## src/rtl/mcpu_pkg.sv

```systemverilog
// Shared types and encodings for the multi-cycle MIPS-subset controller.
package mcpu_pkg;

    typedef enum logic [2:0] {
        ST_IF  = 3'd0,
        ST_ID  = 3'd1,
        ST_EX  = 3'd2,
        ST_MEM = 3'd3,
        ST_WB  = 3'd4
    } state_t;

    typedef enum logic [3:0] {
        CLS_NOP   = 4'd0,
        CLS_ALU_R = 4'd1,
        CLS_ALU_I = 4'd2,
        CLS_LW    = 4'd3,
        CLS_SW    = 4'd4,
        CLS_BEQ   = 4'd5,
        CLS_BNE   = 4'd6,
        CLS_J     = 4'd7,
        CLS_ILL   = 4'd8
    } iclass_t;

    localparam logic [5:0] OP_R    = 6'b000000;
    localparam logic [5:0] OP_ADDI = 6'b001000;
    localparam logic [5:0] OP_ANDI = 6'b001100;
    localparam logic [5:0] OP_ORI  = 6'b001101;
    localparam logic [5:0] OP_SLTI = 6'b001010;
    localparam logic [5:0] OP_LW   = 6'b100011;
    localparam logic [5:0] OP_SW   = 6'b101011;
    localparam logic [5:0] OP_J    = 6'b000010;
    localparam logic [5:0] OP_BEQ  = 6'b000100;
    localparam logic [5:0] OP_BNE  = 6'b000101;

    localparam logic [5:0] FN_ADD = 6'b100000;
    localparam logic [5:0] FN_SUB = 6'b100010;
    localparam logic [5:0] FN_AND = 6'b100100;
    localparam logic [5:0] FN_OR  = 6'b100101;
    localparam logic [5:0] FN_SLT = 6'b101010;
    localparam logic [5:0] FN_NOP = 6'b000000;

    localparam logic [3:0] ALUC_ADD = 4'b0000;
    localparam logic [3:0] ALUC_SUB = 4'b0001;
    localparam logic [3:0] ALUC_AND = 4'b0010;
    localparam logic [3:0] ALUC_OR  = 4'b0011;
    localparam logic [3:0] ALUC_SLT = 4'b0100;
    localparam logic [3:0] ALUC_BNE = 4'b0101;
    localparam logic [3:0] ALUC_BEQ = 4'b0110;
    localparam logic [3:0] ALUC_NOP = 4'b1111;

endpackage

```

## src/rtl/mcpu_decode.sv

```systemverilog
// Combinational op/func decode into instruction class and ALU configuration.
module mcpu_decode
    import mcpu_pkg::*;
(
    input  logic [5:0] op,
    input  logic [5:0] func,
    output iclass_t    iclass,
    output logic [3:0] aluc,
    output logic       aluimm,
    output logic       sext,
    output logic       regrt,
    output logic       illegal
);

    // Opcode/function decode; anything unlisted falls to the illegal class.
    always_comb begin
        iclass = CLS_ILL;
        aluc   = ALUC_NOP;
        aluimm = 1'b0;
        sext   = 1'b0;
        regrt  = 1'b0;
        case (op)
            OP_R: begin
                case (func)
                    FN_ADD: begin iclass = CLS_ALU_R; aluc = ALUC_ADD; end
                    FN_SUB: begin iclass = CLS_ALU_R; aluc = ALUC_SUB; end
                    FN_AND: begin iclass = CLS_ALU_R; aluc = ALUC_AND; end
                    FN_OR:  begin iclass = CLS_ALU_R; aluc = ALUC_OR;  end
                    FN_SLT: begin iclass = CLS_ALU_R; aluc = ALUC_SLT; end
                    FN_NOP: begin iclass = CLS_NOP; end
                    default: begin iclass = CLS_ILL; end
                endcase
            end
            OP_ADDI: begin
                iclass = CLS_ALU_I; aluc = ALUC_ADD;
                aluimm = 1'b1; sext = 1'b1; regrt = 1'b1;
            end
            OP_ANDI: begin
                iclass = CLS_ALU_I; aluc = ALUC_AND;
                aluimm = 1'b1; sext = 1'b1; regrt = 1'b1;
            end
            OP_ORI: begin
                iclass = CLS_ALU_I; aluc = ALUC_OR;
                aluimm = 1'b1; sext = 1'b1; regrt = 1'b1;
            end
            OP_SLTI: begin
                iclass = CLS_ALU_I; aluc = ALUC_SLT;
                aluimm = 1'b1; sext = 1'b1; regrt = 1'b1;
            end
            OP_LW: begin
                iclass = CLS_LW; aluc = ALUC_ADD;
                aluimm = 1'b1; sext = 1'b1; regrt = 1'b1;
            end
            OP_SW: begin
                iclass = CLS_SW; aluc = ALUC_ADD;
                aluimm = 1'b1; sext = 1'b1; regrt = 1'b1;
            end
            OP_BEQ:  begin iclass = CLS_BEQ; aluc = ALUC_BEQ; end
            OP_BNE:  begin iclass = CLS_BNE; aluc = ALUC_BNE; end
            OP_J:    begin iclass = CLS_J; end
            default: begin iclass = CLS_ILL; end
        endcase
    end

    assign illegal = (iclass == CLS_ILL);

endmodule

```

## src/rtl/multicycle_ctrl.sv

```systemverilog
// Five-state multi-cycle sequencer sharing one memory port between fetch and data.
// Optional performance counters are built when PERF_CNT_EN is defined.
module multicycle_ctrl
    import mcpu_pkg::*;
#(
    parameter int ALUC_W = 4,
    parameter int OP_W   = 6
) (
    input  logic              clk,
    input  logic              rst,
    input  logic [OP_W-1:0]   op,
    input  logic [OP_W-1:0]   func,
    input  logic              Z,
    input  logic              MEM_READY,
    output logic              MEM_REQ,
    output logic              IORD,
    output logic              IRWRITE,
    output logic              PCWRITE,
    output logic              WMEM,
    output logic              M2REG,
    output logic              WREG,
    output logic              REGRT,
    output logic              ALUIMM,
    output logic              SEXT,
    output logic [ALUC_W-1:0] ALUC,
    output logic              BRANCH,
    output logic              JUMP,
`ifdef PERF_CNT_EN
    output logic [31:0]       CYC_CNT,
    output logic [31:0]       RET_CNT,
`endif
    output logic              ILLEGAL
);

    state_t     state_r;
    state_t     state_next_s;
    iclass_t    dec_class_s;
    logic [3:0] dec_aluc_s;
    logic       dec_aluimm_s;
    logic       dec_sext_s;
    logic       dec_regrt_s;
    logic       dec_illegal_s;

    mcpu_decode u_decode (
        .op      (op),
        .func    (func),
        .iclass  (dec_class_s),
        .aluc    (dec_aluc_s),
        .aluimm  (dec_aluimm_s),
        .sext    (dec_sext_s),
        .regrt   (dec_regrt_s),
        .illegal (dec_illegal_s)
    );

    // State register.
    always_ff @(posedge clk) begin
        if (rst) begin
            state_r <= ST_IF;
        end else begin
            state_r <= state_next_s;
        end
    end

    // Next-state and per-state control outputs; reset masks everything but ALUC=add.
    always_comb begin
        state_next_s = state_r;
        MEM_REQ = 1'b0;
        IORD    = 1'b0;
        IRWRITE = 1'b0;
        PCWRITE = 1'b0;
        WMEM    = 1'b0;
        M2REG   = 1'b0;
        WREG    = 1'b0;
        REGRT   = 1'b0;
        ALUIMM  = 1'b0;
        SEXT    = 1'b0;
        ALUC    = ALUC_NOP;
        BRANCH  = 1'b0;
        JUMP    = 1'b0;
        ILLEGAL = 1'b0;
        if (rst) begin
            state_next_s = ST_IF;
            ALUC         = ALUC_ADD;
        end else begin
            case (state_r)
                ST_IF: begin
                    MEM_REQ = 1'b1;
                    IORD    = 1'b0;
                    if (MEM_READY) begin
                        IRWRITE      = 1'b1;
                        PCWRITE      = 1'b1;
                        state_next_s = ST_ID;
                    end else begin
                        state_next_s = ST_IF;
                    end
                end
                ST_ID: begin
                    case (dec_class_s)
                        CLS_J: begin
                            PCWRITE      = 1'b1;
                            JUMP         = 1'b1;
                            state_next_s = ST_IF;
                        end
                        CLS_NOP: state_next_s = ST_IF;
                        CLS_ILL: begin
                            ILLEGAL      = dec_illegal_s;
                            state_next_s = ST_IF;
                        end
                        default: state_next_s = ST_EX;
                    endcase
                end
                ST_EX: begin
                    ALUC   = dec_aluc_s;
                    ALUIMM = dec_aluimm_s;
                    SEXT   = dec_sext_s;
                    REGRT  = dec_regrt_s;
                    case (dec_class_s)
                        CLS_ALU_R, CLS_ALU_I: state_next_s = ST_WB;
                        CLS_LW, CLS_SW:       state_next_s = ST_MEM;
                        CLS_BEQ, CLS_BNE: begin
                            if (Z) begin
                                PCWRITE = 1'b1;
                                BRANCH  = 1'b1;
                            end else begin
                                PCWRITE = 1'b0;
                                BRANCH  = 1'b0;
                            end
                            state_next_s = ST_IF;
                        end
                        default: state_next_s = ST_IF;
                    endcase
                end
                ST_MEM: begin
                    MEM_REQ = 1'b1;
                    IORD    = 1'b1;
                    REGRT   = dec_regrt_s;
                    WMEM    = (dec_class_s == CLS_SW);
                    if (MEM_READY) begin
                        state_next_s = (dec_class_s == CLS_LW) ? ST_WB : ST_IF;
                    end else begin
                        state_next_s = ST_MEM;
                    end
                end
                ST_WB: begin
                    WREG         = 1'b1;
                    REGRT        = dec_regrt_s;
                    M2REG        = (dec_class_s == CLS_LW);
                    state_next_s = ST_IF;
                end
                default: state_next_s = ST_IF;
            endcase
        end
    end

`ifdef PERF_CNT_EN
    logic ret_evt_s;

    // A retire is any legal instruction whose last state hands back to IF.
    assign ret_evt_s = (state_r != ST_IF) && (state_next_s == ST_IF) && !ILLEGAL && !rst;

    // Free-running cycle and retire counters; both wrap naturally.
    always_ff @(posedge clk) begin
        if (rst) begin
            CYC_CNT <= 32'd0;
            RET_CNT <= 32'd0;
        end else begin
            CYC_CNT <= CYC_CNT + 32'd1;
            if (ret_evt_s) begin
                RET_CNT <= RET_CNT + 32'd1;
            end else begin
                RET_CNT <= RET_CNT;
            end
        end
    end
`endif

endmodule
```

## config.mk

```make
export PLATFORM = sky130hd
export DESIGN_NAME = multicycle_ctrl
export DESIGN_NICKNAME = d
export VERILOG_FILES = /design/src/rtl/mcpu_pkg.sv /design/src/rtl/mcpu_decode.sv /design/src/rtl/multicycle_ctrl.sv
export SDC_FILE = /design/constraint.sdc
export NUM_CORES = 1
export LEC_CHECK = 0
export CAP_MARGIN = 20
export CORE_MARGIN = 2
export CORE_UTILIZATION = 42
export CTS_BUF_LIST = sky130_fd_sc_hd__clkbuf_16
export DETAILED_ROUTE_END_ITERATION = 10
export GPL_ROUTABILITY_DRIVEN = 0
export GPL_TIMING_DRIVEN = 0
export PLACE_DENSITY = 0.84
export REMOVE_ABC_BUFFERS = 1
export SYNTH_ARGS = -nofsm -noshare
export SYNTH_HDL_FRONTEND = slang
export SYNTH_SLANG_ARGS = --single-unit
```

## constraint.sdc

```tcl
create_clock -name clk -period 2.4 [get_ports clk]
set_input_delay 0.24 -clock clk [delete_from_list [all_inputs] [get_ports clk]]
set_output_delay 0.24 -clock clk [all_outputs]
set_load 0.05 [all_outputs]
```

=== Yosys cells after proc, flatten, opt, wreduce, memory -nomap -nowiden ===
Index checks and enable logic that the tools add are counted.

* Flip-flop bits (word level): 3
* Output and inout port bits: 17

* Equality and inequality tests: 26
* Mux-type cells: 42
* Reductions and logical operators: 14

{| class="wikitable"
|+ Operators with widths
! kind !! number
|-
| case mux 4 bit (7 select lines) || 2
|-
| equality test 6 bit, second input constant || 7
|-
| two-way mux 1 bit || 30
|-
| equality test 6 x 4 -> 1 bit, second input constant || 4
|-
| case mux 4 bit (5 select lines) || 1
|-
| equality test 4 x 3 -> 1 bit, second input constant || 4
|-
| equality test 6 x 3 -> 1 bit, second input constant || 2
|-
| zero test 6 bit || 2
|-
| case mux 3 bit (4 select lines) || 1
|-
| OR reduction 3 bit || 3
|-
| equality test 4 x 2 -> 1 bit, second input constant || 2
|-
| two-way mux 4 bit || 2
|-
| case mux 4 bit (2 select lines) || 1
|-
| OR reduction 2 bit || 4
|-
| equality test 3 x 2 -> 1 bit, second input constant || 2
|-
| equality test 6 x 2 -> 1 bit, second input constant || 1
|-
| two-way mux 3 bit || 2
|-
| case mux 3 bit (2 select lines) || 1
|-
| OR reduction 6 bit || 1
|-
| OR reduction 5 bit || 1
|-
| equality test 4 x 1 -> 1 bit, second input constant || 1
|-
| equality test 4 bit, second input constant || 1
|-
| zero test 4 bit || 1
|-
| OR reduction 4 bit || 1
|-
| other kinds (5) || 5
|}

=== Depth between registers and ports, before layout ===
Gate-level depths: netlist of run 1.

* Depth after elaboration: 9
* Depth in mapped cells: 7
* Depth with buffers taken out: 5

=== Hierarchy ===
A second synthesis of run 1 with hierarchy kept.

* Cells, all modules: 128
* Area total of the unflattened synthesis: 833.3 µm²

{| class="wikitable"
|+ Modules (own cells, without submodules)
! module !! cells an instance !! seq. area each (µm²) !! times used !! area each (µm²)
|-
| multicycle_ctrl || 64 || 60.1 || 1 || 421.7
|-
| mcpu_decode || 64 || 0.0 || 1 || 411.6
|}

=== Least setup slack after synthesis of run 1 ===
OpenSTA, ideal clock, no wires.

* Kind: register to output
* Start: reg state_r[1]
* End: out WMEM
* Arrival: 3.579 ns
* Cell stages (with the launch flop): 5
* Buffers on the path: 1
* Setup slack: -1.419 ns
* Cells stage by stage: dfxtp_1 > clkbuf_1 > nor4bb_1 > nand4_1 > nor3_1

* Word-level cells in the longest chain between the ends: 3

{| class="wikitable"
|+ Ends and longest elaborated chain
! element !! RTL line !! RTL
|-
| from (decl) || multicycle_ctrl.sv:35 || <nowiki>state_t state_r;</nowiki>
|-
| from (signal assigned) || multicycle_ctrl.sv:60 || <nowiki>state_r <= state_next_s;</nowiki>
|-
| equality test 3 x 2 -> 1 bit || multicycle_ctrl.sv:85 || <nowiki>case (state_r)</nowiki>
|-
| two-way mux 1 bit || multicycle_ctrl.sv:85 ||
|-
| two-way mux 1 bit || multicycle_ctrl.sv:81 || <nowiki>if (rst) begin</nowiki>
|-
| to (decl) || multicycle_ctrl.sv:19 || <nowiki>output logic WMEM,</nowiki>
|}

Every way passes these cells.

=== Worst setup path in the final report of run 1 ===
* Start: in op[3]
* End: out BRANCH

* Word-level cells in the longest chain between the ends: 8

{| class="wikitable"
|+ Ends and longest elaborated chain
! element !! RTL line !! RTL
|-
| from (decl) || multicycle_ctrl.sv:11 || <nowiki>input logic [OP_W-1:0] op,</nowiki>
|-
| equality test 6 x 4 -> 1 bit || mcpu_decode.sv:22 || <nowiki>case (op)</nowiki>
|-
| OR reduction 4 bit (no line) || - ||
|-
| case mux 4 bit (7 select lines) * || mcpu_decode.sv:22 ||
|-
| equality test 4 x 3 -> 1 bit || multicycle_ctrl.sv:117 || <nowiki>case (dec_class_s)</nowiki>
|-
| OR reduction 2 bit * || multicycle_ctrl.sv:117 ||
|-
| two-way mux 1 bit * || multicycle_ctrl.sv:117 ||
|-
| two-way mux 1 bit * || multicycle_ctrl.sv:85 ||
|-
| two-way mux 1 bit * || multicycle_ctrl.sv:81 ||
|-
| to (decl) || multicycle_ctrl.sv:26 || <nowiki>output logic BRANCH,</nowiki>
|}

Mark *: on every way between the ends. The rest lies on a longest branch, timed or not.

==> metrics.md, run 1 <==
| Metric | Value |
|---|---|
| Clock Sinks | 3 |
| Max FFs per register | 3 |
| Initial antenna violation count | 0 |
| CP required | 2.16 ns |
| Largest cells by area after synthesis | a21oi_1 (7.6%), dfxtp_1 (7.6%), nor3_1 (6.4%) |
| Pwr per Cell Area | 398.8 nW/um^2 |
| Peak VDD IR | 0.2565 mV |
| Vias in the first global route | 934 |
| Seq cells post-synth | 3 |
| Clock buffer count from CTS | 3 |
| DR WL/cell | 13.41 um |
| Initial drt markers | 22 |
| Hold endpoint | state_r[0]$_SDFF_PP0_ |
| Clock Latency Late Sink | 0.23 ns |
| HP Class | input port to register |
| Vias/cell | 5.895 |
| Initial Util | 45.02% |
| Synth cell types | 41 |
| Row count | 15 |
| DIE AREA | 2233 sq um |
| Max-cap violation count | 0 |
| Root Buffer | clkbuf_16 |
| Leak | 0.4489 nW |
| Post-DP HPWL | 1665 um |
| Fin cells | 172 |
| Io pins | 33 |
| Detailed-route via count | 1,014 |
| Fin area | 1149 sq um |
| Fmax | 428.4 MHz |
| RSZ-0062 raised after global routing | no |
| Tot GR Track Use | 23.90% |
| Main combinational cell family by area after synthesis | simple AND/OR/NAND/NOR gates |
| Yosys warns | 0 |
| First-pass GRT wire length | 3857 um |
| CTS Buffer Depth | 2 |
| Overall power | 0.0004580 W |
| Synth Area in Compound Gates | 26.75% |
| FF-to-FF End | state_r[2]$_SDFF_PP0_ |
| Dpl cells | 168 |
| Routed Wire Length | 2306 um |
| Fin crit share | 97.26% |
| # DRC | 0 |
| Detail Route Antenna Nets | 0 |
| Simple-gate area share of the yosys netlist | 54.30% |
| CTS tree | built |
| Clock transition at the registers of the reported paths | 0.03 ns |
| Most frequent cells after synthesis | a21oi_1 (12), clkbuf_1 (10), nor3_1 (10) |
| Final setup vio count | 0 |
| Adder-Cell Fraction of Synth Area | 0% |
| Fraction of layout cells with a size suffix above 1 | 19.05% |
| Slowest-stage cell, CP | or4_4 |
| H-tree level count | 1 |
| R2r worst-path depth | 3 |
| Seq/Total Area, Yosys | 7.643% |
| Max_slew headroom | 66.56% |
| Slew @ Worst Pin | 0.5001 ns |
| Placed inst area | 1087 sq um |
| DIE WIDTH | 47.26 um |
| Final hold slack | 0.5297 ns |
| Synth Area in XOR/XNOR | 2.229% |
| Worst R2R Setup Slack | 1.13 ns |
| Final min period | 2.334 ns |
| Top-count cell post-synth | a21oi_1 |
| Status | finished, final reports clean |
| Core Footprint | 1745 sq um |
| Worst flop-to-flop path startpoint | state_r[1]$_SDFF_PP0_ |
| Ant. Diodes | 0 |
| Yosys top cell area share | 7.643% |
| Hold Vio Cnt, Final | 0 |
| Synth area leader | a21oi_1 |
| Pre-CTS setup slack | -1.086 ns |
| Top reg by flops | state_r |
| Worst setup EP type | primary output |
| Largest net degree at the start of global routing | 19 |
| Mux cell area share after synthesis | 1.274% |
| Largest stage delay on the critical path | 0.57 ns |
| EDFF count, synth | 0 |
| GRT overflow | 0 |
| Min-delay src | op[4] |
| Largest registers | state_r x3 |
| Kind of critical path | input port to primary output |
| CP Cell Sequence | buf_2 -> or4_4 -> or3_1 -> o211ai_2 -> xnor2_2 -> and4b_1 -> buf_4 |
| Synth Cell Area | 785.8 sq um |
| Layout area overhead | 46.18% |
| Detailed-router iteration count before antenna repair | 4 |
| Post-Synthesis Cells | 123 |
| Hold path depth | 3 |
| Crit path arrival time | 2.09 ns |
| Min setup slack post-route | 0.06579 ns |
| Post-synth ARST share | 0% |
| Final nets | 164 |
| Pins over their slew limit | 0 |
| Worst Skew | 0.004317 ns |
| Worst setup SP type | input port |
| Die Y | 47.26 um |
| Critical path peak fanout | 17 |
| Ys flop type | dfxtp_1 |
| Port bufs | 32 |
| Average size of a mapped cell | 6.388 sq um |
-- final cells by class --
type	instances	area, sq um
Multi-Input combinational cell	105	705.7
Fill cell	175	596.8
Timing Repair Buffer	32	261.5
Clock buffer	3	75.07
Sequential cell	3	60.06
Tap cell	25	31.28
Inverter	3	11.26
Clock inverter	1	3.754
-- layout by cell type (no fill, tap or decap), drive strengths merged, types with 3 or more instances in the layout --
cell type	count
nand2	7
nand2b	3
a21oi	12
inv	4
clkdlybuf4s50	10
o21ai	8
nor2b	7
dlygate4sd2	9
nor2	9
clkbuf	6
nor3	10
and2	5
nand3b	3
dfxtp	3
o211ai	3
buf	8
nor4b	4
o31ai	3
-- worst max path at each step --
| stage | startpoint | endpoint | slack, ns | cells past startpoint |
|---|---|---|---|---|
| 3_5_place_dp | op[3] | BRANCH | -1.09 | 7 |
| 3_3_place_gp | op[3] | BRANCH | -1.06 | 7 |
| 2_1_floorplan | state_r[1]$_SDFF_PP0_ | WMEM | -1.31 | 3 |
| 6_report | op[3] | BRANCH | 0.07 | 7 |
| 5_1_grt | op[3] | BRANCH | 0.001 | 7 |
| 4_1_cts | op[2] | BRANCH | -0.03 | 7 |
-- layer usage --
layer | share of wire [%] | vias up | track usage [%]
li1 | - | 512 | -
met1 | 44 | 455 | 27.31
met2 | 48 | 40 | 41.08
met3 | 5.3 | 7 | 4.231
met4 | 2.8 | 0 | 13.89
met5 | 0 | - | 0
-- metrics by stage --
step                      utilization, %  setup TNS, ns
after floorplan                        -         -3.268
after global placement             62.29         -8.628
after detailed placement           62.29         -9.094
after CTS                          66.95       -0.03373
after global routing               65.81              0
final                              65.81              0
-- worst max-delay path: cells and delay by family --
kind | cells | cell delay, ns
and+or+nand+nor | 3 | 1.11
buffers and inverters | 2 | 0.38
AOI/OAI and AO/OA | 1 | 0.21
xor gates and xnor gates | 1 | 0.15
-- power breakdown --
| group | total [W] | internal [W] | leakage, nW | switching, W |
|---|---|---|---|---|
| clock | 0.000267 | 0.000215 | 0.0423 | 0.0000513 |
| sequential | 0.0000545 | 0.0000513 | 0.0243 | 0.00000327 |
| combinational | 0.000137 | 0.0000518 | 0.382 | 0.0000850 |
-- cells by family after synthesis --
kind of cell / Yosys count
AO/OA/AOI/OAI: 33
flip-flops: 3
buffers and inverters: 15
AND/OR/NAND/NOR: 69
multiplexers: 1
XOR/XNOR: 2
-- what timing repair did --
action	4_1_cts	5_1_grt
hold buffers	0	0
buffers inserted	0	0
endpoints found under the setup margin	15	12
gates resized for setup	56	21
No activity file was read; power rests on OpenSTA's default activity.
==> inputs of run 2 (changes only) <==
==> constraint.sdc (replaced) <==
create_clock -name clk -period 2.6 [get_ports clk]
set_input_delay 0.26 -clock clk [delete_from_list [all_inputs] [get_ports clk]]
set_output_delay 0.26 -clock clk [all_outputs]
set_load 0.05 [all_outputs]
==> run 2 against run 1 <==
Highest routed layer unchanged. Non-clock buffer count stayed put. Power is 8.0% lower. Global-route usage is 0.15 points higher. Setup slack better by 0.052 ns. Flip-flop and latch count stayed put. Hold slack better by 0.072 ns. Count of clock-buffer cells in the layout stayed put. Design area is 0.11% higher. Die area stayed put. Register-to-register slack better by 0.19 ns. Core utilization is 0.072 points higher.
==> metrics.md, run 2 (synthesis gave the netlist of run 1 again) <==
| Metric | Value |
|---|---|
| Core Footprint | 1745 sq um (unchanged) |
| GRT overflow | 0 (unchanged) |
| DIE WIDTH | 47.26 um (unchanged) |
| Worst flop-to-flop path startpoint | state_r[1]$_SDFF_PP0_ |
| Final hold slack | 0.6014 ns (+0.07172 ns) |
| Detailed-route via count | 1,008 (-0.59%) |
| HP Class | input port to register |
| Ant. Diodes | 0 (unchanged) |
| DIE AREA | 2233 sq um (unchanged) |
| Setup bufs post-CTS | 0 (unchanged) |
| # DRC | 0 (unchanged) |
| Max FFs per register | 3 (unchanged) |
| Root Buffer | clkbuf_16 |
| Hold Vio Cnt, Final | 0 (unchanged) |
| Vias/cell | 5.860 (-0.59%) |
| Most frequent cells in the layout | a21oi_1 (11), clkdlybuf4s50_1 (11), nor3_1 (10) |
| Critical path peak fanout | 16 (-1) |
| Status | finished, final reports clean |
| Clock Sinks | 3 (unchanged) |
| Clock transition at the registers of the reported paths | 0.03 ns (about the same) |
| Clock Latency Late Sink | 0.23 ns (about the same) |
| CP required | 2.34 ns (+0.18 ns) |
| Placed inst area | 1087 sq um (unchanged) |
| Detailed-router iteration count before antenna repair | 4 (unchanged) |
| CTS Buffer Depth | 2 (unchanged) |
| Worst setup EP type | primary output |
| Final min period | 2.482 ns |
| Vias in the first global route | 942 (+0.86%) |
| Detail Route Antenna Nets | 0 (unchanged) |
| Cts hold-fix bufs | 0 (unchanged) |
| Pins over their slew limit | 0 (unchanged) |
| Tot GR Track Use | 24.05% (+0.15 points) |
| RSZ-0062 raised after global routing | yes |
| Top reg by flops | state_r |
| Worst setup SP type | input port |
| DR WL/cell | 13.48 um (+0.56%) |
| Fmax | 402.9 MHz |
| Crit path from | op[1] |
| Max_slew headroom | 66.24% (-0.32 points) |
| Initial Util | 45.02% (unchanged) |
| Max-cap violation count | 0 (unchanged) |
| Leak | 0.4831 nW (+7.6%) |
| Final nets | 164 (unchanged) |
| Peak VDD IR | 0.2342 mV (-8.7%) |
| Routed Wire Length | 2319 um (+0.56%) |
| Min-delay src | op[4] |
| Largest registers | state_r x3 |
| Fin crit share | 95.47% |
| Row count | 15 (unchanged) |
| Kind of critical path | input port to primary output |
| Clock buffer count from CTS | 3 (unchanged) |
| Worst Skew | 0.003570 ns (-0.0007468 ns) |
| Fin area | 1150 sq um (+0.11%) |
| Crit path arrival time | 2.22 ns (+0.13 ns) |
| CTS tree | built |
| Port bufs | 32 (unchanged) |
| Final setup vio count | 0 (unchanged) |
| Largest net degree at the start of global routing | 19 (unchanged) |
| First-pass GRT wire length | 3884 um (+0.70%) |
| Post-CTS Resized | 34 (-39%) |
| Post-DP HPWL | 1665 um (unchanged) |
| Pwr per Cell Area | 366.4 nW/um^2 (-8.1%) |
| Fraction of layout cells with a size suffix above 1 | 14.29% (-4.8 points) |
| Initial drt markers | 19 (-14%) |
| Layout area overhead | 46.34% |
| Die Y | 47.26 um (unchanged) |
| Initial antenna violation count | 0 (unchanged) |
| Slew @ Worst Pin | 0.5056 ns (+0.005545 ns) |
| H-tree level count | 1 (unchanged) |
| Io pins | 33 (unchanged) |
## run 2: cell types whose count changed in the layout (fill, tap and decap cells not counted)
cell             before  now
buf_2                 6    1
dlymetal6s2s_1        0    3
buf_4                 2    0
clkbuf_2              3    5
clkbuf_4              0    2
nor4b_1               1    3
nor4b_2               3    1
clkdlybuf4s15_2       2    1
clkdlybuf4s50_1      10   11
o21ai_0               7    8
o21ai_1               1    0
xnor2_1               0    1
xnor2_2               1    0
## run 2: area by class of cell
| cell class | count | area, sq um |
|---|---|---|
| fill | 174 | 595.6 |
| multi-input combinational | 105 | 685.7 |
| sequential | 3 | 60.06 |
| tap | 25 | 31.28 |
| clock buffer | 3 | 75.07 |
| timing repair buffer | 32 | 282.8 |
| inverter | 3 | 11.26 |
| clock inverter | 1 | 3.754 |
## run 2: through the flow
step / setup WS, ns / utilization [%] / total power, W / cells / TNS (ns)
finish: 0.1178 / 65.88 / 0.0004213 / 172 / 0
global route: -0.05890 / 65.88 / 0.0004412 / 172 / -0.09315
CTS: -0.01820 / 66.16 / 0.0004242 / 172 / -0.01892
detailed placement: -0.9258 / 62.29 / 0.0001802 / 168 / -6.657
global placement: -0.8989 / 62.29 / 0.0001781 / 168 / -6.386
floorplan: -1.126 / - / 0.0001157 / 111 / -2.433
## run 2: routing by layer
| layer | global-route usage (%) | wire length [um] |
|---|---|---|
| met4 | 13.89 | 57 |
| met3 | 4.231 | 137 |
| met5 | 0 | 0 |
| met1 | 27.31 | 1001 |
| met2 | 41.62 | 1122 |
## run 2: path summary, 6_finish.rpt
| path | to | slack, ns | cells past startpoint |
|---|---|---|---|
| worst min register to register | state_r[1]$_SDFF_PP0_ | 0.67 | 2 |
| worst max-delay path | BRANCH | 0.12 | 7 |
| worst max register to register | state_r[2]$_SDFF_PP0_ | 1.32 | 3 |
| worst min-delay path | state_r[0]$_SDFF_PP0_ | 0.60 | 3 |
## run 2: where the power goes
part,internal [W],leakage [nW],switching [W]
combinational,0.0000479,0.417,0.0000778
clock,0.000199,0.0423,0.0000466
sequential,0.0000473,0.0243,0.00000290
## run 2: critical path, cell delays in order
cell and delay, ns:
dlygate4sd2_1 0.50, nand4b_1 0.35, or3_1 0.42, o211ai_2 0.09
xnor2_1 0.18, and4b_1 0.22, clkbuf_4 0.21
==> inputs of run 3 (changes only) <==
--- a/config.mk
+++ b/config.mk
@@ -9,6 +9,7 @@
 export CORE_MARGIN = 2
 export CORE_UTILIZATION = 42
 export CTS_BUF_LIST = sky130_fd_sc_hd__clkbuf_16
+export CTS_CLUSTER_SIZE = 16
 export DETAILED_ROUTE_END_ITERATION = 10
 export GPL_ROUTABILITY_DRIVEN = 0
 export GPL_TIMING_DRIVEN = 0
==> results of run 3 <==
Final layout, timing and power as in run 2 (identical DEF).
